==> src/rtl/out_drive_bank.sv <==
// Bank of output channels with a shadow/commit scheme.
// Writes stage a value into a per-channel shadow register; a commit
// publishes every pending channel to the registered ro output in one cycle.
module out_drive_bank #(
    parameter int WIDTH    = 2,
    parameter int CHANNELS = 4,
    parameter int CW       = 2
) (
    input  logic                      clk,
    input  logic                      rst,
    input  logic                      wr_valid,
    output logic                      wr_ready,
    input  logic [CW-1:0]             wr_chan,
    input  logic [WIDTH-1:0]          wr_data,
    input  logic                      commit,
    output logic [CHANNELS*WIDTH-1:0] ro,
    output logic [CHANNELS*WIDTH-1:0] wo,
    output logic [CHANNELS-1:0]       pending,
    output logic [7:0]                commit_count,
    output logic                      err
);

    typedef enum logic [1:0] {
        IDLE   = 2'd0,
        STAGED = 2'd1,
        COMMIT = 2'd2
    } state_t;

    state_t                      state;
    state_t                      state_next;
    logic [CHANNELS*WIDTH-1:0]   shadow;
    logic [CHANNELS-1:0]         chan_sel;
    logic                        in_range;
    logic                        accept;
    logic                        wr_en;

    // The net output is simply the staged contents.
    assign wo = shadow;

    // Decode the target channel; an index with no matching channel is out of range.
    always_comb begin
        // NOTE: every always_comb output gets a default first so no latch is inferred.
        chan_sel = '0;
        for (int k = 0; k < CHANNELS; k++) begin
            if (wr_chan == CW'(k)) begin
                chan_sel[k] = 1'b1;
            end
        end
    end

    assign in_range = |chan_sel;
    assign accept   = wr_valid && wr_ready;
    assign wr_en    = accept && in_range;

    // Next-state and ready logic: COMMIT lasts exactly one cycle and blocks writes.
    always_comb begin
        state_next = state;
        wr_ready   = 1'b1;
        case (state)
            IDLE: begin
                if (wr_en) begin
                    state_next = STAGED;
                end
            end
            STAGED: begin
                if (commit) begin
                    state_next = COMMIT;
                end
            end
            COMMIT: begin
                wr_ready   = 1'b0;
                state_next = IDLE;
            end
            default: begin
                state_next = IDLE;
            end
        endcase
    end

    // State register.
    always_ff @(posedge clk) begin
        // NOTE: sequential state is updated with non-blocking assignments only.
        if (rst) begin
            state <= IDLE;
        end else begin
            state <= state_next;
        end
    end

    // Shadow and pending flags: stage accepted writes, clear pending on commit.
    always_ff @(posedge clk) begin
        // NOTE: the shadow storage is cleared by reset because wo is observable.
        if (rst) begin
            shadow  <= '0;
            pending <= '0;
        end else if (state == COMMIT) begin
            pending <= '0;
        end else if (wr_en) begin
            for (int k = 0; k < CHANNELS; k++) begin
                if (chan_sel[k]) begin
                    shadow[k*WIDTH +: WIDTH] <= wr_data;
                    pending[k]               <= 1'b1;
                end
            end
        end
    end

    // Published outputs and commit counter: copy only pending channels.
    always_ff @(posedge clk) begin
        if (rst) begin
            ro           <= '0;
            commit_count <= '0;
        end else if (state == COMMIT) begin
            for (int k = 0; k < CHANNELS; k++) begin
                if (pending[k]) begin
                    ro[k*WIDTH +: WIDTH] <= shadow[k*WIDTH +: WIDTH];
                end
            end
            commit_count <= commit_count + 8'd1;
        end
    end

    // Sticky error for accepted writes that address a nonexistent channel.
    always_ff @(posedge clk) begin
        if (rst) begin
            err <= 1'b0;
        end else if (accept && !in_range) begin
            err <= 1'b1;
        end
    end

endmodule

==> config.mk <==
export PLATFORM = sky130hd
export DESIGN_NAME = out_drive_bank
export DESIGN_NICKNAME = d
export VERILOG_FILES = /design/src/rtl/out_drive_bank.sv
export SDC_FILE = /design/constraint.sdc
export NUM_CORES = 1
export LEC_CHECK = 0
export BUFFER_PORTS_ARGS = -buffer_cell sky130_fd_sc_hd__buf_4
export CAP_MARGIN = 20
export CORE_ASPECT_RATIO = 1.2
export CORE_MARGIN = 1.5
export CORE_UTILIZATION = 35
export CTS_CLUSTER_DIAMETER = 80
export DETAILED_ROUTE_END_ITERATION = 16
export PLACE_DENSITY = 0.68
export SLEW_MARGIN = 20
export SYNTH_ARGS = -nofsm -noshare
export SYNTH_HDL_FRONTEND = slang
export SYNTH_SLANG_ARGS = --single-unit
==> constraint.sdc <==
create_clock -name clk -period 3.8 [get_ports clk]
set_clock_uncertainty 0.2 [all_clocks]
set_input_delay 0.76 -clock clk [delete_from_list [all_inputs] [get_ports clk]]
set_output_delay 0.76 -clock clk [all_outputs]
set_load 0.005 [all_outputs]
==> metrics.md <==
| Metric | Value |
|---|---|
| Vias | 1,085 |
| Maximum vdd drop | 0.2591 mV |
| Top-Level Pins | 38 |
| Max-slew violation count | 0 |
| Power per unit of standard cell area | 389.4 nW/µm² |
| Cts hold-fix bufs | 0 |
| Synthesized flop and latch total | 31 |
| Total number of H-tree levels | 2 |
| Kind of capture point of the worst setup path | output pin |
| Die ar. | 3933 µm² |
| Post-Synthesis Cells | 133 |
| Crit path max fanout | 14 |
| Clock tree from TritonCTS | yes |
| Sequential element share of the synthesized area | 0.4975 |
| Vertical extent of the die | 68.40 µm |
| Final #Nets | 180 |
| Placeable core region | 3367 µm² |
| Number of fill cells | 324 |
| First-iteration detailed-routing DRC count | 17 |
| Crit path DAT | 1.51 ns |
| Remaining max-slew budget at the tightest pin | 0.5681 |
| Initial antenna violation count | 0 |
| Syn_nets | 142 |
| Area of all placed cells without fillers | 1623 µm² |
| Critical path start-end classification | register to output pin |
| Post-Place Cell Area | 1538 µm² |
| Number of cells after detailed placement | 201 |
| CTS Buf Count | 5 |
| Final clock period utilization by the worst path | 0.6504 |
| Global-route wire length before repair | 4954 µm |
| Path type of the worst min-delay path | register to register |
| Buffers inserted by post-CTS timing repair | 0 |
| Total clock sinks | 31 |
| Maximum clock frequency | 0.4046 GHz |
| DR WL/cell | 14.00 µm |
| Flop-to-flop setup slack | 1.79 ns |
| Via density | 5.191 |
| Clk buf depth | 2 |
| Number of distinct library cell variants in the gate-level netlist after synthesis | 29 |
| Syn_area_per_cell | 9.379 µm² |
| Root buffer cell | sky130_fd_sc_hd__clkbuf_8 |
| Ratio of cells with drive above 1 in the final layout | 0.2733 |
| Final wirelength | 2926 µm |
| Total Neg Setup Slack | 0 ns |
| Pin count of the biggest net entering global routing | 32 |
| Post-synthesis to final-layout area growth | 30.09% |
| GRT Total Usage | 0.1671 |
| Number of gates resized after CTS | 0 |
| Final hold vios | 0 |
| Total of buffers placed on input and output ports | 37 |
| Total of max-cap violations | 0 |
| Unrepaired setup endpoints after global routing | false |
| Register cell area after layout | 620.6 µm² |
| Number of global-route vias before repair | 1,088 |
| Number of nets with antenna violations after detailed routing | 0 |
| Worst slew pin tran | 0.6389 ns |
| Area of combinational cells with multiple inputs | 574.3 µm² |
| Overall die width | 57.50 µm |
| Run status | complete, no violations |
| Final Critical Period | 2.471 ns |
| Startpoint class of the critical path | register |
| Number of warnings printed during yosys synthesis | 0 |
| Standard-cell row count | 23 |
| Final setup violating endpoints | 0 |
| 1st-pass router iterations | 4 |
| Starting density of the core | 0.3705 |
| Sum of net half-perimeters after detailed placement | 2187 µm |
| Summed instance area of the synthesized netlist | 1247 µm² |
| Finished Layout Cells | 209 |
| Count of inserted antenna diode cells | 0 |
| Reg clk slew, reported paths | 0.07 ns |
| Remaining routing DRC violations | 0 |
| Clock latency reported for the late side of the worst-skew pair | 0.28 ns |
| Required time reported for the critical path endpoint | 2.84 ns |
| Total design power | 632.0 µW |
| Placer congestion estimate | 0.7441 |
| Leak | 0.6534 nW |
| Residual overflow from global routing | 0 |
[sequential cells by signal (all words and copies together) (netlist names)]
name / flops
commit_count: 8
ro: 8
wo: 8
pending: 4
state: 2
err: 1
[cells by family (layout without fill, tap and decap cells)]
logic type | after synthesis | count (layout) | synth area share
flops | 31 | 31 | 0.4975
mux | 9 | 9 | 0.07322
buf+inv | 11 | 50 | 0.04212
xor+xnor | 2 | 2 | 0.01404
compound gates | 22 | 22 | 0.1003
fa+ha+maj | 1 | 1 | 0.01003
simple gates | 57 | 57 | 0.2628
[placed cells by master, fill, tap and decap left out, types with 2 or more instances in the layout]
master / count
sky130_fd_sc_hd__buf_4: 37
sky130_fd_sc_hd__dfxtp_1: 31
sky130_fd_sc_hd__a21oi_1: 13
sky130_fd_sc_hd__nand2_1: 12
sky130_fd_sc_hd__nand3_1: 10
sky130_fd_sc_hd__nand2b_1: 10
sky130_fd_sc_hd__mux2i_1: 8
sky130_fd_sc_hd__nand3b_1: 5
sky130_fd_sc_hd__clkbuf_8: 5
sky130_fd_sc_hd__nor2_1: 4
sky130_fd_sc_hd__inv_1: 4
sky130_fd_sc_hd__nand4_1: 3
sky130_fd_sc_hd__nand4b_1: 3
sky130_fd_sc_hd__o21ai_0: 3
sky130_fd_sc_hd__a21boi_0: 3
sky130_fd_sc_hd__o31ai_1: 2
sky130_fd_sc_hd__or4_1: 2
sky130_fd_sc_hd__nor2b_1: 2
sky130_fd_sc_hd__or3_1: 2
sky130_fd_sc_hd__xnor2_1: 2
sky130_fd_sc_hd__nor3_1: 2
[layout make-up]
cell class / instances / share of cell area
clock inverter: 2 / 0.007710
inverter: 5 / 0.01157
timing repair buffer: 37 / 0.1712
sequential: 31 / 0.3824
tap: 37 / 0.02853
clock buffer: 6 / 0.04472
multi-input combinational: 91 / 0.3539
[worst max-delay path: stages (launching register included)]
cell	delay [ns]
sky130_fd_sc_hd__dfxtp_1	0.48
sky130_fd_sc_hd__nor2b_4	0.40
sky130_fd_sc_hd__inv_2	0.17
sky130_fd_sc_hd__buf_4	0.17
[stage by stage]
step                      utilization  hold WS, ns  setup slack [ns]
after floorplan                     -       0.2527             1.990
after global placement         0.4567       0.2481             1.722
after detailed placement       0.4567       0.2538             1.628
after CTS                      0.4820       0.2632             1.305
after global routing           0.4820       0.2820             1.229
final                          0.4820       0.2593             1.329
[metal layers]
layer  routed length (µm)  share of wire  vias to the layer above  GRT usage
met5                    0              0                        -          0
met4                   31          0.011                        0    0.06977
met3                  165          0.056                        4    0.06238
met2                 1538           0.53                       35     0.3139
met1                 1190           0.41                      508     0.1638
li1                     -              -                      538          -
[cell usage after synthesis, drive strengths merged]
library cell / instances / area, µm²
a21boi: 3 / 22.52
a21oi: 13 / 65.06
buf: 3 / 22.52
clkbuf: 3 / 11.26
dfxtp: 31 / 620.6
ha: 1 / 12.51
inv: 5 / 18.76
mux2: 1 / 11.26
mux2i: 8 / 80.08
nand2: 12 / 45.04
nand2b: 10 / 62.56
nand3: 10 / 50.05
nand3b: 5 / 37.54
nand4: 3 / 18.77
nand4b: 3 / 26.28
nor2: 4 / 15.01
nor2b: 3 / 26.27
nor3: 2 / 10.01
nor4b: 1 / 8.760
o21a: 1 / 7.510
o21ai: 3 / 15.01
o31ai: 2 / 15.01
or3: 2 / 12.51
or4: 2 / 15.01
xnor2: 2 / 17.52
[report_power, final]
part,switching (mW),total (mW),internal (mW)
registers,0.00954,0.342,0.332
logic,0.0194,0.0417,0.0223
clock network,0.121,0.249,0.128
total,0.150,0.632,0.482
[worst paths after layout]
kind / from / end / cells past startpoint
worst max-delay path: state[1]$_SDFFE_PP0P_ / wr_ready / 3
worst min-delay path: ro[1]$_SDFFE_PP0P_ / ro[1]$_SDFFE_PP0P_ / 2
worst max register to register: state[1]$_SDFFE_PP0P_ / commit_count[5]$_SDFFE_PP0P_ / 4
worst min register to register: ro[1]$_SDFFE_PP0P_ / ro[1]$_SDFFE_PP0P_ / 2
No activity file was read; power rests on OpenSTA's default activity.
